<file path="src/rtl/alarm_pkg.sv">
// Shared types for the alarm scheduler: FSM state encoding and packed BCD time.
package alarm_pkg;

  typedef enum logic [1:0] {
    StIdle,
    StRing,
    StSnooze
  } state_e;

  typedef struct packed {
    logic [3:0] hourdec;
    logic [3:0] hourone;
    logic [3:0] mindec;
    logic [3:0] minone;
  } bcd_time_t;

endpackage

</file>
<file path="src/rtl/sec_tick.sv">
// One-second tick generator: single-cycle pulse every TICK_DIV clocks while running.
// The divider is held at zero whenever it is not running, so every RING entry starts a
// fresh second.
module sec_tick #(
  parameter int unsigned TICK_DIV = 100000000
) (
  input  logic clk,
  input  logic rstn,
  input  logic i_run,
  output logic o_tick
);

  localparam int unsigned CW = (TICK_DIV > 1) ? $clog2(TICK_DIV) : 1;

  logic [CW-1:0] r_cnt;
  logic          w_wrap;

  assign w_wrap = (r_cnt == CW'(TICK_DIV - 1));
  assign o_tick = i_run & w_wrap;

  // Divider: counts only while running, held at zero otherwise.
  always_ff @(posedge clk or negedge rstn) begin
    if (!rstn) begin
      r_cnt <= '0;
    end else if (!i_run || w_wrap) begin
      r_cnt <= '0;
    end else begin
      r_cnt <= r_cnt + 1'b1;
    end
  end

endmodule

</file>
<file path="src/rtl/alarm_scheduler.sv">
// Multi-slot alarm scheduler: matches stored BCD alarm times on minute changes, queues
// triggered slots as pending and rings them one at a time with snooze and auto-dismiss.
module alarm_scheduler
  import alarm_pkg::*;
#(
  parameter int unsigned NSLOT      = 4,
  parameter int unsigned TICK_DIV   = 100000000,
  parameter int unsigned RING_SEC   = 60,
  parameter int unsigned SNOOZE_MIN = 5
) (
  input  logic                     clk,
  input  logic                     rstn,
  input  logic [3:0]               hourdec_now,
  input  logic [3:0]               hourone_now,
  input  logic [3:0]               mindec_now,
  input  logic [3:0]               minone_now,
  input  logic                     cfg_we,
  input  logic [$clog2(NSLOT)-1:0] cfg_slot,
  input  logic                     cfg_en,
  input  logic [3:0]               cfg_hourdec,
  input  logic [3:0]               cfg_hourone,
  input  logic [3:0]               cfg_mindec,
  input  logic [3:0]               cfg_minone,
  input  logic                     off_bud,
  input  logic                     snooze,
  output logic                     aud_en,
  output logic [$clog2(NSLOT)-1:0] ring_slot,
  output logic [NSLOT-1:0]         pending
);

  localparam int unsigned SW   = $clog2(NSLOT);
  localparam int unsigned SECW = $clog2(RING_SEC + 1);
  localparam int unsigned MINW = $clog2(SNOOZE_MIN + 1);

  state_e          r_state;
  logic            r_aud_en;
  logic [SW-1:0]   r_ring_slot;
  logic [NSLOT-1:0] r_pending;
  logic [SECW-1:0] r_sec_cnt;
  logic [MINW-1:0] r_min_cnt;

  bcd_time_t       r_now;
  logic            r_armed;
  bcd_time_t       r_slot_time [NSLOT];
  logic [NSLOT-1:0] r_slot_en;

  bcd_time_t        w_now;
  bcd_time_t        w_cfg_time;
  logic             w_min_evt;
  logic             w_tick;
  logic [NSLOT-1:0] w_match;
  logic [NSLOT-1:0] w_cfg_clr;
  logic [NSLOT-1:0] w_ring_oh;
  logic [NSLOT-1:0] w_avail;
  logic [NSLOT-1:0] w_pending_d;
  logic [SW-1:0]    w_sel;
  logic             w_dismiss;
  logic             w_snz_done;

  assign w_now      = '{hourdec: hourdec_now, hourone: hourone_now,
                        mindec: mindec_now, minone: minone_now};
  assign w_cfg_time = '{hourdec: cfg_hourdec, hourone: cfg_hourone,
                        mindec: cfg_mindec, minone: cfg_minone};

  // The first cycle after reset compares against a stale zero time, so it is masked.
  assign w_min_evt = r_armed && (w_now != r_now);

  assign aud_en    = r_aud_en;
  assign ring_slot = r_ring_slot;
  assign pending   = r_pending;

  sec_tick #(
    .TICK_DIV(TICK_DIV)
  ) u_sec_tick (
    .clk   (clk),
    .rstn  (rstn),
    .i_run (r_state == StRing),
    .o_tick(w_tick)
  );

  // Current-time register and minute-event arming.
  always_ff @(posedge clk or negedge rstn) begin
    if (!rstn) begin
      r_now   <= '0;
      r_armed <= 1'b0;
    end else begin
      r_now   <= w_now;
      r_armed <= 1'b1;
    end
  end

  // Slot configuration storage.
  always_ff @(posedge clk or negedge rstn) begin
    if (!rstn) begin
      r_slot_en <= '0;
      for (int i = 0; i < int'(NSLOT); i++) r_slot_time[i] <= '0;
    end else if (cfg_we && (32'(cfg_slot) < NSLOT)) begin
      r_slot_en[cfg_slot]   <= cfg_en;
      r_slot_time[cfg_slot] <= w_cfg_time;
    end
  end

  // Match detection, dismiss/snooze conditions, pending next-state and IDLE selection.
  always_comb begin
    w_match   = '0;
    w_cfg_clr = '0;
    w_ring_oh = '0;
    for (int i = 0; i < int'(NSLOT); i++) begin
      w_match[i]   = r_slot_en[i] && (r_slot_time[i] == w_now);
      w_cfg_clr[i] = cfg_we && !cfg_en && (cfg_slot == SW'(i));
      w_ring_oh[i] = (r_ring_slot == SW'(i));
    end

    w_dismiss = (r_state != StIdle) &&
                (off_bud || (cfg_we && !cfg_en && (cfg_slot == r_ring_slot)) ||
                 ((r_state == StRing) && w_tick && (r_sec_cnt == SECW'(RING_SEC - 1))));
    w_snz_done = (r_state == StSnooze) && w_min_evt &&
                 (r_min_cnt == MINW'(SNOOZE_MIN - 1));

    // Clears are applied after new matches so a disable or dismiss always wins.
    w_pending_d = (r_pending | (w_min_evt ? w_match : '0)) & ~w_cfg_clr &
                  ~(w_dismiss ? w_ring_oh : '0);

    // A slot being disabled this cycle must not be picked up by IDLE.
    w_avail = r_pending & ~w_cfg_clr;
    w_sel   = '0;
    for (int i = int'(NSLOT) - 1; i >= 0; i--) begin
      if (w_avail[i]) w_sel = SW'(i);
    end
  end

  // Sounder FSM with registered aud_en, ring_slot, pending and counters.
  always_ff @(posedge clk or negedge rstn) begin
    if (!rstn) begin
      r_state     <= StIdle;
      r_aud_en    <= 1'b0;
      r_ring_slot <= '0;
      r_pending   <= '0;
      r_sec_cnt   <= '0;
      r_min_cnt   <= '0;
    end else begin
      r_pending <= w_pending_d;
      unique case (r_state)
        StIdle: begin
          if (|w_avail) begin
            r_ring_slot <= w_sel;
            r_state     <= StRing;
            r_aud_en    <= 1'b1;
            r_sec_cnt   <= '0;
          end
        end
        StRing: begin
          if (w_dismiss) begin
            r_state  <= StIdle;
            r_aud_en <= 1'b0;
          end else if (snooze) begin
            r_state   <= StSnooze;
            r_aud_en  <= 1'b0;
            r_min_cnt <= '0;
          end else if (w_tick) begin
            r_sec_cnt <= r_sec_cnt + 1'b1;
          end
        end
        StSnooze: begin
          if (w_dismiss) begin
            r_state  <= StIdle;
            r_aud_en <= 1'b0;
          end else if (w_snz_done) begin
            r_state   <= StRing;
            r_aud_en  <= 1'b1;
            r_sec_cnt <= '0;
          end else if (w_min_evt) begin
            r_min_cnt <= r_min_cnt + 1'b1;
          end
        end
        default: begin
          r_state  <= StIdle;
          r_aud_en <= 1'b0;
        end
      endcase
    end
  end

endmodule

</file>
<file path="config.mk">
export PLATFORM = sky130hd
export DESIGN_NAME = alarm_scheduler
export DESIGN_NICKNAME = d
export VERILOG_FILES = /design/src/rtl/alarm_pkg.sv /design/src/rtl/sec_tick.sv /design/src/rtl/alarm_scheduler.sv
export SDC_FILE = /design/constraint.sdc
export NUM_CORES = 1
export LEC_CHECK = 0
export ABC_CLOCK_PERIOD_IN_PS = 4000
export CORE_UTILIZATION = 40
export CTS_BUF_LIST = sky130_fd_sc_hd__clkbuf_4 sky130_fd_sc_hd__clkbuf_8 sky130_fd_sc_hd__clkbuf_16
export DETAILED_ROUTE_END_ITERATION = 7
export PLACE_DENSITY = 0.65
export SETUP_SLACK_MARGIN = 0.2
export SYNTH_ARGS = -nofsm -noshare
export SYNTH_HDL_FRONTEND = slang
export SYNTH_SLANG_ARGS = --single-unit
</file>
<file path="constraint.sdc">
create_clock -name clk -period 4 [get_ports clk]
set_clock_uncertainty 0.15 [all_clocks]
set_input_delay 0.6 -clock clk [delete_from_list [all_inputs] [get_ports clk]]
set_output_delay 0.6 -clock clk [all_outputs]
set_load 0.01 [all_outputs]
</file>
==> impl_metrics.py <==
metrics = {
    "clock_network": {
        "cts_resized": 0,
        "htree_levels": 4,
        "clock-sinks": 130,
        "cts_inserted_buffers": 17,
        "cts.clk_slew.worst_paths_ns": 0.05,
        "root_buffer": "clkbuf_16",
        "clock_path_buffers": 2,
        "cts_tree": "yes",
        "hold_buffers": 0,
        "clk_latency_ns": 0.42,
        "cts_setup_buffers": 0,
    },
    "grt": {
        "grt_pass1_wl_mm": 23.36,
        "grt_usage": 0.1928,
        "grt-ovfl-total": 0,
        "antenna_found_initial": 0,
        "grt_max_degree": 60,
        "grt_pass1_vias": 4450,
    },
    "power": {
        "p_per_area_mw_per_mm2": 504.5,
        "cellLeakagePower_nw": 3.125,
        "vdd_drop_max_v": 0.0003478,
    },
    "timing": {
        "max_freq_mhz": 346.7,
        "period_share": 0.7211,
        "slew_viol_final": 0,
        "min_period_ns": 2.885,
        "rsz0062_at_grt": "false",
        "setup-tns-final_ns": 0,
        "slew_headroom": 0.4426,
        "worst_slack_ns": 1.115,
        "setup_viol": 0,
        "worst_slew_pin_slew_ns": 0.8340,
        "finalHoldViolations": 0,
    },
    "floorplan": {
        "start_util": 0.4121,
        "io_pins": 47,
        "rows": 45,
        "dieArea_mm2": 0.01623,
        "fp.dieH_um": 127.4,
        "core_area_mm2": 0.01526,
        "die_w_um": 127.4,
    },
    "min_path": {
        "hold_class": "primary input to asynchronous set/reset pin",
    },
    "detailed_routing": {
        "num_vias": 4217,
        "avgViaCountPerCell": 5.155,
        "initialDrtViolationCount": 239,
        "first_pass_iters": 4,
        "drtAntennaViolNets": 0,
        "route.detailed.drc": 0,
        "wl_per_cell_um": 17.50,
        "routed_wl_mm": 14.31,
    },
    "outcome": {
        "status": "completed",
    },
    "setup_path": {
        "crit_type": "flop to flop",
        "start_kind": "flop",
        "worstSetupEndpointType": "flop",
        "worstSetupStartpoint": "u_sec_tick.r_cnt[0]",
        "cp_max_fo": 6,
        "r2r-start": "u_sec_tick.r_cnt[0]",
        "crit_required_ns": 4.15,
        "crit_arrival_ns": 3.03,
    },
    "layout": {
        "antennaDiodeCount": 0,
        "syn2layout_area_growth_pct": 20.97,
        "final_nets": 639,
        "drive_above_1_share": 0.1928,
    },
    "placed_design": {
        "place_hpwl_mm": 10.18,
        "pre_cts_ws_ns": 0.7203,
        "gp_congestion": 0.8142,
        "io_buffers": 46,
    },
    "logic_synthesis": {
        "yosysSeqAreaShare": 0.5173,
        "yosysWarnings": 0,
        "synthesis.area_mm2": 0.006289,
        "async_reset_ff_frac": 1.000,
        "syn-instance-count": 549,
        "synthTopCellsByArea": "dfrtp_1, mux2_2, xor2_1",
        "synth.distinct_cells": 52,
        "synth_edf_count": 0,
        "synth_area_leader_cell": "dfrtp_1",
        "syn_area_per_cell_um2": 11.45,
        "synthFlopType": "dfrtp_1",
        "syn_nets": 593,
        "ys_seq_elements": 130,
        "synth_top_area_share": 0.5173,
    },
    "run": {
        "drv_cap": 0,
    },
}
-- metrics by stage --
step,power (mW),std cells,utilization,cell area (um^2),hold slack (ns)
2_1_floorplan,1.988,549,-,6289,0.1544
3_3_place_gp,2.185,787,0.4572,6977,0.3118
3_5_place_dp,2.210,787,0.4572,6977,0.3274
4_1_cts,3.868,818,0.4986,7607,0.1333
5_1_grt,4.011,818,0.4986,7607,0.1574
6_report,3.838,818,0.4986,7607,0.08783
-- sequential cells by signal, indices dropped and copies added, names as in the netlist, 2 cells and up --
register and cells:
pending 4, r_min_cnt 3, r_slot_time 64, r_sec_cnt 6, u_sec_tick.r_cnt 27, r_slot_en 4, ring_slot 2, r_now 16
r_state 2
-- metal layers --
layer,part of all wire,vias to the layer above,track usage
li1,-,2000,-
met1,0.45,2107,0.2403
met2,0.50,94,0.3247
met3,0.041,16,0.04899
met4,0.016,0,0.06793
met5,0,-,0
-- synthesized netlist by cell type, types with 7 or more instances --
master	instances
dfrtp_1	130
mux2_2	66
xor2_1	66
nor2_1	44
xnor2_1	37
clkbuf_1	24
nand2_1	20
nand3_1	18
nand4_1	14
a21oi_1	13
nor4_1	13
inv_1	12
o21ai_0	10
nor3_1	7
-- worst max-delay path, cell delays in order (launching register included) --
cell	delay (ns)
dfrtp_1	0.39
ha_1	0.20
nand3_1	0.25
nor2_4	0.23
nand3_2	0.12
or4b_1	0.56
a221o_1	0.48
a221o_1	0.39
-- report_power, final --
group / switching, mW / internal, mW
sequential: 0.122 / 1.48
combinational: 0.308 / 0.279
clock: 0.560 / 1.09
-- cell type report --
class                   count  area [um^2]
clock inverters             9        155.1
multi-input cells         378         2882
repair buffers             56        533.0
flip-flops and latches    130         3253
inverters                  12        45.04
fillers                  1394         7651
well taps                 211        264.0
clock buffers              22        475.5
-- cell families after synthesis --
kind of cell	count (synthesis)	share of synthesized area
XOR/XNOR	103	0.1435
multiplexers	69	0.1230
adder cells (fa/ha/maj)	4	0.007959
other	1	0.0005963
flip-flops	130	0.5173
AO/OA/AOI/OAI	50	0.05591
buffers and inverters	41	0.02527
AND/OR/NAND/NOR	151	0.1265
-- worst paths after layout --
check / end / slack [ns] / depth (start not counted)
worst max-delay path: r_sec_cnt[2] / 1.12 / 7
worst min-delay path: u_sec_tick.r_cnt[19] / 0.09 / 1
worst max register to register: r_sec_cnt[2] / 1.12 / 7
worst min register to register: u_sec_tick.r_cnt[0] / 0.34 / 1
max in group asynchronous: u_sec_tick.r_cnt[10] / 2.74 / 2
min in group clk: u_sec_tick.r_cnt[0] / 0.34 / 1
-- placed cells by master (no fill, tap or decap), drive strengths merged, types with 7 or more instances in the layout --
master / synthesis / layout
nand4: 14 / 14
clkdlybuf4s50: 0 / 45
clkbuf: 25 / 22
nor4: 13 / 13
nand2: 20 / 20
dfrtp: 130 / 130
xnor2: 37 / 37
o21ai: 10 / 10
inv: 12 / 12
a21oi: 13 / 13
nor2: 45 / 45
buf: 4 / 11
nand3: 19 / 19
mux2: 66 / 66
xor2: 66 / 66
nor3: 7 / 7
No activity file was read; power rests on OpenSTA's default activity.
